[src/rtl/writeback_pkg.sv]
// Shared types and constants for the LC3 writeback stage: result-select
// encoding, condition-code values and register/index types.
package writeback_pkg;

    localparam int unsigned WORD_W = 16;
    localparam int unsigned IDX_W  = 3;

    typedef enum logic [1:0] {
        WB_ALU  = 2'd0,
        WB_PC   = 2'd1,
        WB_MEM  = 2'd2,
        WB_NONE = 2'd3
    } wctl_e;

    localparam logic [2:0] PSR_N = 3'b100;
    localparam logic [2:0] PSR_Z = 3'b010;
    localparam logic [2:0] PSR_P = 3'b001;

    typedef logic [WORD_W-1:0] word_t;
    typedef logic [IDX_W-1:0]  reg_idx_t;

endpackage

[src/rtl/lc3_regfile.sv]
// LC3 architectural register file: NREG x DW storage, one synchronous write
// port, two combinational read ports, asynchronous active-high reset.
module lc3_regfile
    import writeback_pkg::*;
#(
    parameter int unsigned DW   = 16,
    parameter int unsigned NREG = 8,
    localparam int unsigned AW  = $clog2(NREG)
) (
    input  logic          clock,
    input  logic          reset,
    input  logic          we,
    input  logic [AW-1:0] waddr,
    input  logic [DW-1:0] wdata,
    input  logic [AW-1:0] raddr1,
    input  logic [AW-1:0] raddr2,
    output logic [DW-1:0] rdata1,
    output logic [DW-1:0] rdata2
);

    logic [DW-1:0] mem [NREG];

    // Storage: cleared on reset, written only on an enabled edge.
    always_ff @(posedge clock or posedge reset) begin
        if (reset) begin
            for (int i = 0; i < int'(NREG); i++) begin
                mem[i] <= '0;
            end
        end else if (we) begin
            mem[waddr] <= wdata;
        end
    end

    assign rdata1 = mem[raddr1];
    assign rdata2 = mem[raddr2];

endmodule

[src/rtl/lc3_writeback.sv]
// LC3 writeback stage: selects the committed result, writes the register
// file, updates the {N,Z,P} condition codes and drives operand read-out.
// Optional macro LC3_WB_BYPASS_EN adds a same-cycle write-to-read bypass.
module lc3_writeback
    import writeback_pkg::*;
#(
    parameter int unsigned DW   = 16,
    parameter int unsigned NREG = 8,
    localparam int unsigned AW  = $clog2(NREG)
) (
    input  logic          clock,
    input  logic          reset,
    input  logic          enable_writeback,
    input  logic [1:0]    W_Control,
    input  logic [DW-1:0] aluout,
    input  logic [DW-1:0] pcout,
    input  logic [DW-1:0] memout,
    input  logic [AW-1:0] dr,
    input  logic [AW-1:0] sr1,
    input  logic [AW-1:0] sr2,
    output logic [DW-1:0] vsr1,
    output logic [DW-1:0] vsr2,
    output logic [2:0]    psr,
    output logic          enable_writeback_out
);

    logic [DW-1:0] sel;
    logic          wr_en;
    logic [2:0]    psr_next;
    logic [DW-1:0] rd1;
    logic [DW-1:0] rd2;

    // Result select; the reserved encoding produces no commit.
    always_comb begin
        sel = '0;
        case (W_Control)
            WB_ALU:  sel = aluout;
            WB_PC:   sel = pcout;
            WB_MEM:  sel = memout;
            default: sel = '0;
        endcase
    end

    // Reset gates the commit so a bypassed value never leaks out during reset.
    assign wr_en = enable_writeback && (W_Control != WB_NONE) && !reset;

    always_comb begin
        psr_next = PSR_P;
        if (sel[DW-1]) begin
            psr_next = PSR_N;
        end else if (sel == '0) begin
            psr_next = PSR_Z;
        end
    end

    always_ff @(posedge clock or posedge reset) begin
        if (reset) begin
            psr                  <= 3'b000;
            enable_writeback_out <= 1'b0;
        end else begin
            enable_writeback_out <= enable_writeback;
            if (wr_en) begin
                psr <= psr_next;
            end
        end
    end

    lc3_regfile #(
        .DW   (DW),
        .NREG (NREG)
    ) u_regfile (
        .clock  (clock),
        .reset  (reset),
        .we     (wr_en),
        .waddr  (dr),
        .wdata  (sel),
        .raddr1 (sr1),
        .raddr2 (sr2),
        .rdata1 (rd1),
        .rdata2 (rd2)
    );

`ifdef LC3_WB_BYPASS_EN
    // Forward the in-flight commit to a port reading the destination register.
    always_comb begin
        vsr1 = rd1;
        vsr2 = rd2;
        if (wr_en && (sr1 == dr)) begin
            vsr1 = sel;
        end
        if (wr_en && (sr2 == dr)) begin
            vsr2 = sel;
        end
    end
`else
    assign vsr1 = rd1;
    assign vsr2 = rd2;
`endif

endmodule
[config.mk]
export PLATFORM = sky130hd
export DESIGN_NAME = lc3_writeback
export DESIGN_NICKNAME = d
export VERILOG_FILES = /design/src/rtl/writeback_pkg.sv /design/src/rtl/lc3_regfile.sv /design/src/rtl/lc3_writeback.sv
export SDC_FILE = /design/constraint.sdc
export NUM_CORES = 1
export LEC_CHECK = 0
export CORE_ASPECT_RATIO = 1.25
export CORE_UTILIZATION = 46
export CTS_BUF_LIST = sky130_fd_sc_hd__clkbuf_2
export CTS_CLUSTER_SIZE = 28
export DETAILED_ROUTE_END_ITERATION = 8
export HOLD_SLACK_MARGIN = 0.1
export PLACE_DENSITY = 0.67
export SLEW_MARGIN = 20
export SYNTH_ARGS = -nofsm -noshare
export SYNTH_HDL_FRONTEND = slang
export SYNTH_HIERARCHICAL = 1
export SYNTH_SLANG_ARGS = --single-unit
[constraint.sdc]
create_clock -name clock -period 4.2 [get_ports clock]
set_input_delay 0.84 -clock clock [delete_from_list [all_inputs] [get_ports clock]]
set_output_delay 0.84 -clock clock [all_outputs]
set_load 0.02 [all_outputs]
[After elaboration in Yosys (flattened, before gate mapping)]
Index checks and enable logic that the tools add are counted.
Widths: inputs -> output; s select.
Word-level totals
  register bits: 132
  latch bits: 0
  memory bits (writable): 0
  ROM bits: 0
  output and inout port bits: 36
  word-level logic and storage cells: 38
  memories: 0
Operators by class
  add/subtract/negate cells: 0
  multipliers: 0
  div/mod/pow operators: 0
  magnitude comparators: 4
  equality and inequality tests: 3
  shifts and indexed selects: 0
  muxes and demuxes: 12
  bitwise logic cells: 3
  reductions and logical operators: 6
Operators with widths (number)
  $bwmux 128: 1
  $bmux 16 s3: 2
  $mux 16: 5
  $demux 16 s3: 1
  $pmux 16 s3: 1
  $logic_not 16->1: 1
  $ge 4x4->1 const B: 3
  $not 3->4: 3
  $lt 4x1->1 const B: 1
  $logic_and 1x1->1: 3
  $mux 3: 1
  $eq 2x1->1 const B: 1
  $eq 2x2->1 const B: 1
  $logic_not 2->1: 1
  $mux 2: 1
  $ne 2x2->1 const B: 1
  $logic_not 1->1: 1

[Logic depth before layout (Yosys ltp)]
Gate-level depths: netlist (run 1).
  word-level depth: 6
  mapped depth: 10

[Cells and area by module]
The synthesis (run 1) kept the hierarchy.
By module, submodules not included
  lc3_regfile: instances 1, cells an instance 396, area each 7036.7 um^2, seq. area each 3203.1 um^2
  lc3_writeback: instances 1, cells an instance 59, area each 599.3 um^2, seq. area each 100.1 um^2

[Worst setup path after synthesis (run 1)]
Ideal clock, no wire load.
  path kind: input-to-output
  from: input port sr1[0]
  to: output port vsr1[12]
  arrival: 1.929 ns
  setup slack: 1.431 ns
  stages on the path: 4
  buffers on the path: 2
  path through: buf_6 > buf_6 > mux4_1 > mux2_2
On the way
  cells in the longest elaborated chain, start to end: 4
RTL lines
  start: declaration: line lc3_writeback.sv:19  | input logic [AW-1:0] sr1,
  $not 3->4 (not written as such): line lc3_regfile.sv:34  | assign rdata1 = mem[raddr1];
  $bmux 16 s3: line lc3_regfile.sv:34
  $mux 16 (not written as such) (2 in series): line lc3_regfile.sv:34
  end: declaration: line lc3_writeback.sv:21  | output logic [DW-1:0] vsr1,
No other way between the ends. The select of a mux whose other input is x is not followed.

[Worst setup path after layout (run 1)]
  from: input port sr1[2]
  to: output port vsr1[4]
Same word-level chain as after synthesis.

==> out/summary.md, run 1 <==
Entering global routing, the biggest net connects 41 pins. The largest total area in the synthesized netlist belongs to sky130_fd_sc_hd__dfrtp_1. The number of global-route vias before repair was 5,186; the clock edge transition at the registers on the reported setup and hold paths was 170 ps. The logs give 0 for the final-report max-slew violation count and 3360 ps for the required arrival time at the worst endpoint. Using the TritonRoute via totals, the vias-per-cell ratio works out to 6.05.

Synthesis produced 455 cells. Across the run, the number of max-cap violations was 0. The top flip-flop cell by instance count after synthesis is sky130_fd_sc_hd__dfrtp_1. The total negative slack for setup checks was 0 ps; the number of buffers on the longest clock path was 2. Across the VDD grid, the largest voltage drop is 0.000207 V. The die is 117 um wide. In this run, post-CTS repair resized a total of 0 instances. Yosys mapped a number of flops with a built-in enable equal to 0. The run finished with clean final reports.

STA classifies the critical path endpoint as a primary output. For the final RePlAce weighted congestion, the log shows 0.760. Port buffering added 97 buffers. Cells with a size suffix above 1 make up 40.4% of the layout. The final worst hold slack is 397 ps, and the highest clock rate is 257 MHz. Synthesis instantiated 29 different standard cells from the library.

The tools report the number of synthesis warnings as 6. For this configuration, the core starts out at a cell density of 47.1%. Global routing finished with a remaining overflow of 0. The number of sinks driven by the clock tree is 132, and the number of H-tree branching levels is 4.

The run gives 0 ps as the worst clock skew on the final layout. Dividing total power by cell area gives a power density of 420 mW/mm^2. For this block, the routed nets add up to 19,200 um of wire. Once detailed placement completed, the half-perimeter wirelength came to 12,200 um.

Summing all placed instances gives a cell area of 0.00874 sq mm. STA puts the critical path data arrival time at 3060 ps. The top cell type's share of synthesized area is 43.3%, and the number of storage elements in the synthesis netlist is 132. The path class of the lowest-slack min-delay path was input port to asynchronous set/reset pin.

For the initial antenna violation count, the log shows 1. The logs give 4 for the first-pass detailed-route iteration total and 0 for the setup-violating endpoint count in the final report. The wire length per cell after detailed routing works out to 24.7 um. The share of the yosys chip area belonging to registers came out at 43.3%.

In this run the remaining antenna-violating nets after routing total 0. The pin slew with the least headroom to its limit is 1090 ps, and the number of clock buffers inserted by TritonCTS is 17. Total power for the finished layout comes to 3.79 mW. The average size of a mapped cell was 16.8 sq um; the synthesized netlist net count was 517.

CTS placed an instance of sky130_fd_sc_hd__clkbuf_2 at the clock tree root. Global routing consumed, over all layers together, 24.6% of the routing resources. The tools report the number of failing hold endpoints at the final stage as 0.

The post-synthesis async set-or-reset flop share is 100%, and the fill cell instance count of the final layout is 1,349. The run gives 4.06 nW as the static power due to leakage. TritonCTS built the clock tree. Number of hold-repair buffers added at the cts stage: 0. Post-layout net count: 608. Clock latency on the worst-skew pair, taken at its later pin, is 690 ps. Post-CTS timing repair inserted 0 buffers for setup. Along the worst path, the maximum fanout reaches 32. The first global-routing pass estimated 30,000 um of wire. The tools report the count of unresolved DRC violations after routing as 0.

Of the available clock period, the critical path in the final layout requires 92.8%. Ranked by instance count, the synthesized netlist is headed by sky130_fd_sc_hd__mux2_2 (150), sky130_fd_sc_hd__dfrtp_1 (132), sky130_fd_sc_hd__mux4_1 (46), sky130_fd_sc_hd__mux4_2 (18), sky130_fd_sc_hd__mux2i_1 (16). Setup repair after global routing left no endpoint under its margin. The worst-case headroom to the max-slew limit was 27.6%. STA classifies the critical path startpoint as an input port. The core region is 0.0162 sq mm. After layout, the minimum clock period comes to 3900 ps. Cell with the most instances after synthesis: sky130_fd_sc_hd__mux2_2. The post-synthesis to final-layout area growth is 18.2%, and the number of primary I/O pins is 98. The site row count was 52.

The tools report the netlist area before placement as 0.00764 sq mm. The die footprint came out at 0.0171 sq mm. The worst setup path is of the input port to primary output kind. From bottom edge to top edge, the die measures 146 um. Ranked by total cell area, the synthesized netlist is headed by sky130_fd_sc_hd__dfrtp_1 (43%), sky130_fd_sc_hd__mux2_2 (22%), sky130_fd_sc_hd__mux4_1 (16%). The logs give 0.00902 sq mm for the post-route cell area and 4,691 for the vias after detailed routing.

The run gives 245 as the number of design-rule violations left by the first detailed-router iteration.
sequential cells by signal, summed over array words and instances (netlist names):
| signal | count |
|---|---|
| enable_writeback_out | 1 |
| u_regfile/mem | 128 |
| psr | 3 |
logic make-up after synthesis:
logic type             after synthesis  synth area share (%)
AOI/OAI and AO/OA                   18                  2.18
buffers and inverters               45                  5.01
DFF                                132                  43.3
muxes                              240                  46.8
and+or+nand+nor                     20                  2.72
where the power goes:
part / internal (mW) / leakage (nW) / switching (mW)
registers: 1.54 / 1.71 / 0.183
clock network: 0.440 / 0.163 / 0.465
logic: 0.712 / 2.19 / 0.448
total: 2.69 / 4.06 / 1.10
cells in the final DEF (no fill, tap or decap), types with 2 or more instances in the layout:
cell type	netlist	routed
sky130_fd_sc_hd__mux2_2	150	150
sky130_fd_sc_hd__dfrtp_1	132	132
sky130_fd_sc_hd__clkdlybuf4s50_1	0	97
sky130_fd_sc_hd__mux4_1	46	46
sky130_fd_sc_hd__clkbuf_2	2	18
sky130_fd_sc_hd__mux4_2	18	18
sky130_fd_sc_hd__mux2i_1	16	16
sky130_fd_sc_hd__o2bb2ai_1	14	14
sky130_fd_sc_hd__buf_4	8	11
sky130_fd_sc_hd__mux2_1	10	10
sky130_fd_sc_hd__clkinv_1	0	6
sky130_fd_sc_hd__bufinv_16	0	5
sky130_fd_sc_hd__buf_12	4	5
sky130_fd_sc_hd__nor4_2	4	4
sky130_fd_sc_hd__inv_1	4	3
sky130_fd_sc_hd__nand4b_2	3	3
sky130_fd_sc_hd__nor4bb_4	0	3
sky130_fd_sc_hd__nand2_1	2	2
sky130_fd_sc_hd__o2bb2ai_2	2	2
sky130_fd_sc_hd__nor2_1	2	2
sky130_fd_sc_hd__clkinv_2	0	2
sky130_fd_sc_hd__clkinvlp_4	0	2
area by class of cell:
class	count	area (sq um)	area share [%]
Inverter	4	18.8	0.208
Clock inverter	14	190	2.11
Antenna cell	1	2.50	0.0277
Tap cell	216	270	3.00
Sequential cell	132	3300	36.6
Clock buffer	18	90.1	0.998
Multi-Input combinational cell	278	4000	44.3
Timing Repair Buffer	113	1150	12.8
stage by stage:
stage	util (%)	setup WS [ps]	instances
3_5_place_dp	54.0	303	743
2_1_floorplan	-	1430	455
4_1_cts	55.7	298	775
5_1_grt	55.7	250	776
6_report	55.7	304	776
3_3_place_gp	54.0	313	743
metal layers:
layer	vias up	GRT usage, %	wire (um)
li1	2022	-	-
met1	2481	30.1	7550
met2	156	42.6	10400
met3	32	4.65	771
met4	0	8.86	458
met5	-	0	0
critical path, cell delays in order:
cell and delay, ps:
sky130_fd_sc_hd__clkdlybuf4s50_1 500, sky130_fd_sc_hd__buf_12 250, sky130_fd_sc_hd__mux4_1 610, sky130_fd_sc_hd__mux2_2 300, sky130_fd_sc_hd__clkdlybuf4s50_1 540
worst paths after layout:
| path | startpoint | to | slack (ps) | cells after the start |
|---|---|---|---|---|
| worst max register to register | u_regfile/mem[22]$_DFFE_PP0P_ | u_regfile/mem[22]$_DFFE_PP0P_ | 3380 | 1 |
| worst max-delay path | sr1[2] | vsr1[4] | 300 | 5 |
| max in group asynchronous | reset | u_regfile/mem[0]$_DFFE_PP0P_ | 2740 | 3 |
| worst min register to register | u_regfile/mem[113]$_DFFE_PP0P_ | u_regfile/mem[113]$_DFFE_PP0P_ | 520 | 1 |
| min in group clock | u_regfile/mem[113]$_DFFE_PP0P_ | u_regfile/mem[113]$_DFFE_PP0P_ | 520 | 1 |
| worst min-delay path | reset | psr[1]$_DFFE_PP0P_ | 400 | 2 |
Note: power is estimated with default switching activity, not from simulation.
==> run 2: changes to the inputs <==
CORE_UTILIZATION = 52   (was 46)
HOLD_SLACK_MARGIN = 0.12   (was 0.1)
PLACE_DENSITY = 0.75   (was 0.67)
SETUP_SLACK_MARGIN = 0.4   (was default)
==> run 2 against run 1 <==
Count of clock-buffer cells in the layout is the same. Sequential power is essentially flat. Maximum frequency grew 3.8%. Non-clock buffer count grew 10. Core utilization grew 8.3 points. Register-to-register slack is essentially flat. Die area shrank 11%. Critical path depth is the same. Wire length grew 7.0%. Combinational power grew 3%. Global-route usage grew 4.7 points. Clock skew is the same. Critical path type unchanged.
==> out/summary.md, run 2 (same netlist as run 1, synthesis figures left out) <==
For the pin count of the biggest net entering global routing, the log shows 61 (+49%). The critical path's largest stage delay works out to 540 ps (-70 ps). Compared with the post-synthesis result, the final layout area differs by 20.2%. The wire length per cell after detailed routing works out to 27.5 um (+11%). For the highest clock rate, the log shows 266 MHz (+3.8%). The largest registers in the layout are u_regfile/mem x128, psr x3, enable_writeback_out x1. The number of clock buffers inserted by TritonCTS was 17 (unchanged). The met1 routing resource usage after global routing is 36.4% (+6.3 points), and the all-layer global routing usage is 29.3% (+4.7 points).

The number of sinks driven by the clock tree was 132 (unchanged); the largest fanout of any net on the critical path was 8 (-75%). The run gives 708 (-4.7%) as the placed cell count. The flow ran to the end, and the final reports show no timing, DRC or antenna violations. The initial antenna violation count was 1 (unchanged); the multi-input combinational cell area was 0.00400 sq mm (unchanged). The post-layout instance count excluding filler cells was 747 (-3.7%); the depth of the worst register-to-register path was 1 (unchanged). The setup-violating endpoint count in the final report is 0 (unchanged), and the first-pass GRT wire length is 30,900 um (+2.9%).

STA classifies the critical path endpoint as a primary output. The reported max-cap violation count was 0 (unchanged); the clock latency on the worst-skew pair was 660 ps (-30 ps). The logs give 0.00918 sq mm (+1.7%) for the post-route cell area and 0 (unchanged) for the number of nets with antenna violations after detailed routing. The logs give 5,165 (-0.40%) for the number of global-route vias before repair and 49 (-5.8%) for the site row count.

In the layout the commonest cells are sky130_fd_sc_hd__mux2_2 (150), sky130_fd_sc_hd__dfrtp_1 (132), sky130_fd_sc_hd__clkdlybuf4s50_1 (93). The number of H-tree branching levels is 4 (unchanged). The y dimension of the die works out to 137 um (-5.9%). For the final worst hold slack, the log shows 414 ps (+16.9 ps). The tightest min-delay check is of the input port to asynchronous set/reset pin type.

The sequential standard cell area is 0.00330 sq mm (unchanged). Walking the worst path, the cells encountered are dlygate4sd2_1 -> bufbuf_16 -> mux4_1 -> mux2_2 -> clkdlybuf4s50_1. The first-pass detailed-route iteration total is 4 (unchanged). After global routing, the most crowded layer is met2. For the worst-case headroom to the max-slew limit, the log shows 32.4% (+4.8 points). The clock root buffer is sky130_fd_sc_hd__clkbuf_2.

TritonCTS built the clock tree. The count of unresolved DRC violations after routing came out at 0 (unchanged). The area after detailed placement was 0.00870 sq mm (-0.43%); the required arrival time at the worst endpoint was 3360 ps (about the same).

Leaving out fill and tap cells, the most frequent cell in the layout is sky130_fd_sc_hd__mux2_2. The flip-flop count of the largest register, all copies and words added was 128 (unchanged). For the post-layout net count, the log shows 618 (+1.6%). The run gives 4,925 (+5.0%) as the vias after detailed routing.

The tools report the endpoint arrival time on the critical path as 2910 ps (-150 ps). The count of input and output buffers is 97 (unchanged). The met2 routing resource usage after global routing was 51.2% (+8.7 points).

Power density over the cells: 410 mW/mm^2 (-2.4%). The logs give 3.76 mW (-0.72%) for the total power draw and 0 (unchanged) for the number of failing hold endpoints at the final stage. The initial standard-cell utilization of the core is 53.2% (+6.1 points). The fill cell instance count of the final layout was 1,067 (-21%); the total setup buffers inserted after CTS was 0 (unchanged). The pin slew with the least headroom to its limit was 1010 ps (-72.0 ps); the die footprint was 0.0152 sq mm (-11%). The post-detailed-route via-to-cell ratio is 6.59 (+9.1%). Portion of the clock cycle consumed by the worst path in the final layout: 89.3% (-3.4 points). Total negative slack for setup checks: 0 ps (unchanged). The destination of the worst register-to-register timing path is u_regfile/mem[90]$_DFFE_PP0P_. The share of layout cells above drive strength 1 was 41.9% (+1.5 points). For the static power due to leakage, the log shows 4.20 nW (+3.4%). The time the final worst path needs with I/O delays and setup was 3750 ps (-144 ps); the worst clock skew on the final layout was 0 ps (unchanged). Total congestion overflow after global routing: 0 (unchanged).

The logs give 0.0143 sq mm (-11%) for the area of the placeable core and 0.769 (+1.3%) for the final RePlAce weighted congestion. Register name with the most flops: u_regfile/mem. For the total wire length after detailed routing, the log shows 20,500 um (+7.0%). The run gives 4.68% (+0.034 points) as the met3 usage. The slowest stage of the critical path belongs to the cell sky130_fd_sc_hd__mux4_1.

The clock edge transition at the registers on the reported setup and hold paths is 200 ps (+30 ps), and the final-report max-slew violation count is 0 (unchanged). The largest vdd supply drop was 0.000226 V (+9.1%). The run gives 98 (unchanged) as the number of primary I/O pins.

The horizontal die dimension was 110 um (-5.8%). STA classifies the critical path startpoint as an input port. Number of buffers on the longest clock path: 2 (unchanged). The worst setup path is of the input port to primary output kind. The number of design-rule violations left by the first detailed-router iteration was 271 (+11%).

The run gives 12,000 um (-1.7%) as the HPWL after detailed placement. In this run the critical register-to-register path is launched from u_regfile/mem[90]$_DFFE_PP0P_. The run gives 3370 ps (about the same) as the setup slack of the worst register-to-register path. Setup repair after global routing left no endpoint under its margin.
-- run 2: cell types whose count changed in the layout (fill, tap and decap cells not counted) --
cell | before | now
sky130_fd_sc_hd__buf_12 | 5 | 4
sky130_fd_sc_hd__clkdlybuf4s50_1 | 97 | 93
sky130_fd_sc_hd__clkinv_2 | 2 | 3
sky130_fd_sc_hd__clkbuf_2 | 18 | 19
sky130_fd_sc_hd__clkinv_1 | 6 | 4
sky130_fd_sc_hd__bufbuf_16 | 0 | 7
sky130_fd_sc_hd__dlygate4sd2_1 | 0 | 3
sky130_fd_sc_hd__buf_4 | 11 | 15
sky130_fd_sc_hd__clkinvlp_4 | 2 | 3
sky130_fd_sc_hd__bufinv_16 | 5 | 4
-- run 2: through the flow --
step	utilization (%)	setup slack [ps]
floorplan	-	1430
global placement	60.7	321
detailed placement	60.7	309
CTS	64.0	460
global route	64.0	418
finish	64.0	447
-- run 2: area by class of cell --
type	count	share of cell area [%]
timing repair buffer	123	15.1
antenna	1	0.0273
clock buffer	18	0.981
multi-input combinational	278	43.5
sequential	132	36.0
tap	178	2.43
inverter	4	0.204
clock inverter	13	1.80
-- run 2: how the worst max path moves through the flow --
stage | start | endpoint | slack (ps) | depth (start not counted)
after floorplan | sr1[0] | vsr1[12] | 1430 | 4
after global placement | sr2[2] | vsr2[1] | 320 | 5
after detailed placement | sr2[2] | vsr2[1] | 310 | 5
after CTS | sr2[2] | vsr2[14] | 460 | 5
after global routing | sr1[2] | vsr1[9] | 420 | 5
final | sr1[2] | vsr1[9] | 450 | 5
-- run 2: metal layers --
metal  share of wire [%]  vias up  routed length (um)
met4                 2.2        0                 461
met2                  54      201               11000
met3                 6.0       34                1230
met1                  38     2640                7810
li1                    -     2050                   -
met5                   0        -                   0
-- run 2: critical path, delay by kind of cell --
kind	cells	cell delay (ps)
buffers and inverters	3	1250
muxes	2	810
-- run 2: power breakdown --
part | switching, mW | internal [mW]
combinational | 0.462 | 0.737
sequential | 0.194 | 1.54
clock | 0.448 | 0.379
-- run 2: repair_timing --
| action | in CTS | in global routing |
|---|---|---|
| endpoints found under the setup margin | 32 | 2 |
| hold buffers | 0 | 0 |
| gates cloned | 7 | 0 |
| resized for setup | 4 | 2 |
==> run 3: changes to the inputs <==
CORE_ASPECT_RATIO = default   (was 1.25)
==> run 3 against run 2 <==
Register-to-register slack hardly changed. Design area is 1.4% lower. Setup slack better by 15 ps.
==> out/summary.md, run 3 (same netlist as run 1, synthesis figures left out) <==
The flow ran to the end, and the final reports show no timing, DRC or antenna violations. For the detailed route wirelength on metal2, the log shows 10,100 um (-8.8%). The final standard cell utilization of the core is 64.2% (+0.21 points), and the power density over the cells is 389 mW/mm^2 (-4.9%). The count of input and output buffers was 97 (unchanged); the number of failing hold endpoints at the final stage was 0 (unchanged). For the initial antenna violation count, the log shows 1 (unchanged). The final RePlAce weighted congestion is 0.769 (unchanged), and the post-route cell area is 0.00905 sq mm (-1.4%). The depth of the worst register-to-register path was 1 (unchanged). The setup path with the least slack is of type input port to primary output. The library cell used most frequently in the layout, excluding fill and tap cells, is sky130_fd_sc_hd__mux2_2.

The number of H-tree branching levels is 4 (unchanged), and the portion of the clock cycle consumed by the worst path in the final layout is 89.0% (-0.36 points). TritonCTS built the clock tree. The number of hold-repair buffers added at the cts stage is 0 (unchanged).

The multi-input combinational cell area is 0.00400 sq mm (unchanged), and the share of layout cells above drive strength 1 is 41.1% (-0.77 points). The run gives 268 MHz (+0.40%) as the highest clock rate. The time the final worst path needs with I/O delays and setup is 3740 ps (-15.1 ps), and the clock latency on the worst-skew pair is 680 ps (+20 ps). For the post-layout instance count excluding filler cells, the log shows 745 (-0.27%). The tools report the reported max-cap violation count as 0 (unchanged). The pin count of the biggest net entering global routing was 57 (-6.6%). The area of the placeable core is 0.0141 sq mm (-1.7%). The tools report the kind of capture point of the worst setup path as a primary output.

Horizontal die dimension: 123 um (+12%). The all-layer global routing usage was 27.9% (-1.4 points); the post-detailed-route via-to-cell ratio was 6.36 (-3.6%). The final-report max-slew violation count was 0 (unchanged). The pin slew with the least headroom to its limit was 979 ps (-34.3 ps); the first-pass GRT wire length was 29,300 um (-5.0%). The highest metal layer with signal wires was met4. The largest fanout of any net on the critical path was 8 (unchanged); the fill cell instance count of the final layout was 1,054 (-1.2%). More flip-flops sit in one register than any other, and that register is u_regfile/mem. Setup repair after global routing left no endpoint under its margin. Total wire length after detailed routing: 19,700 um (-4.2%). The vias after detailed routing was 4,737 (-3.8%); the post-synthesis to final-layout area growth was 18.5%.

The routed wire length on met3 was 1170 um (-5.0%). The logs give 43 (-12%) for the site row count and 708 (unchanged) for the placed cell count. The run gives 4 (unchanged) as the first-pass detailed-route iteration total. The worst-case headroom to the max-slew limit is 34.7% (+2.3 points). The static power due to leakage was 4.13 nW (-1.5%); the endpoint arrival time on the critical path was 2900 ps (about the same). For the number of nets with antenna violations after detailed routing, the log shows 0 (unchanged). The number of clock buffers inserted by TritonCTS was 17 (unchanged); the sequential standard cell area was 0.00330 sq mm (unchanged). The number of sinks driven by the clock tree came out at 132 (unchanged).

The largest registers in the layout are u_regfile/mem x128, psr x3, enable_writeback_out x1. The worst setup path is launched from an input port. Number of global-route vias before repair: 4,803 (-7.0%). The area after detailed placement is 0.00870 sq mm (unchanged), and the clock edge transition at the registers on the reported setup and hold paths is 170 ps (-30 ps).

The total congestion overflow after global routing was 0 (unchanged). For the HPWL after detailed placement, the log shows 11,300 um (-5.9%). The logs give 2 (unchanged) for the number of buffers on the longest clock path and 0 ps (unchanged) for the worst clock skew on the final layout. The initial standard-cell utilization of the core is 54.2% (+0.94 points), and the length of routed wiring on met1 is 8230 um (+5.4%).

The number of primary I/O pins came out at 98 (unchanged). The tree is rooted in a sky130_fd_sc_hd__clkbuf_2. Y dimension of the die: 123 um (-10%). For the total negative slack for setup checks, the log shows 0 ps (unchanged). The required arrival time at the worst endpoint is 3360 ps (about the same). In the layout the commonest cells are sky130_fd_sc_hd__mux2_2 (150), sky130_fd_sc_hd__dfrtp_1 (132), sky130_fd_sc_hd__clkdlybuf4s50_1 (93). The run gives 0.0152 sq mm (about the same) as the die footprint.

In this run the worst hold path is classified as input port to asynchronous set/reset pin. The wire length per cell after detailed routing is 26.4 um (-4.0%). The number of design-rule violations left by the first detailed-router iteration is 346 (+28%), and the setup-violating endpoint count in the final report is 0 (unchanged).

The count of unresolved DRC violations after routing was 0 (unchanged); the post-layout net count was 616 (-0.32%). The flip-flop count of the largest register, all copies and words added came out at 128 (unchanged). For the largest vdd supply drop, the log shows 0.000213 V (-5.8%).
## run 3: cell count changes in the layout (fill, tap and decap cells not counted), moves of 2 or more
cell / delta
sky130_fd_sc_hd__bufinv_16: -3
sky130_fd_sc_hd__bufbuf_16: -2
sky130_fd_sc_hd__clkinvlp_4: -2
sky130_fd_sc_hd__buf_4: -2
## run 3: per-stage QoR
stage	worst slack, ps	power [mW]	hold slack (ps)
after global routing	425	3.70	380
after CTS	438	3.55	349
after global placement	321	2.85	476
after floorplan	1430	2.49	465
after detailed placement	305	2.90	490
final	462	3.52	414
## run 3: routing by layer
metal	GRT usage [%]	up-vias
li1	-	2041
met1	37.7	2515
met2	46.7	162
met3	4.57	19
met4	8.13	0
met5	0	-
## run 3: path summary, 6_finish.rpt
| check | startpoint | endpoint | slack (ps) |
|---|---|---|---|
| setup / recovery | sr2[2] | vsr2[1] | 460 |
| hold / removal | reset | enable_writeback_out$_DFF_PP0_ | 410 |
| setup reg to reg | u_regfile/mem[119]$_DFFE_PP0P_ | u_regfile/mem[119]$_DFFE_PP0P_ | 3380 |
| hold reg to reg | u_regfile/mem[113]$_DFFE_PP0P_ | u_regfile/mem[113]$_DFFE_PP0P_ | 520 |
| max in group asynchronous | reset | u_regfile/mem[48]$_DFFE_PP0P_ | 2580 |
| min in group clock | u_regfile/mem[113]$_DFFE_PP0P_ | u_regfile/mem[113]$_DFFE_PP0P_ | 520 |
## run 3: where the power goes
part           switching (mW)  internal [mW]  total (mW)
clock                   0.420          0.194       0.615
sequential              0.187           1.54        1.73
combinational           0.453          0.730        1.18
## run 3: worst max-delay path: stages
cell	delay [ps]
sky130_fd_sc_hd__dlygate4sd2_1	340
sky130_fd_sc_hd__bufbuf_16	340
sky130_fd_sc_hd__mux4_1	550
sky130_fd_sc_hd__mux2_2	280
sky130_fd_sc_hd__clkdlybuf4s50_1	540
## run 3: timing repair
item                       CTS  global route
setup endpoints to repair   32             0
gates resized for setup      4             0
buffers inserted             2             0
## run 3: final cells by class
| class | count | area share (%) |
|---|---|---|
| multi-input combinational | 278 | 44.1 |
| timing repair buffer | 121 | 14.8 |
| clock inverter | 10 | 0.760 |
| sequential | 132 | 36.5 |
| inverter | 4 | 0.207 |
| tap | 180 | 2.49 |
| antenna | 1 | 0.0277 |
| clock buffer | 19 | 1.05 |
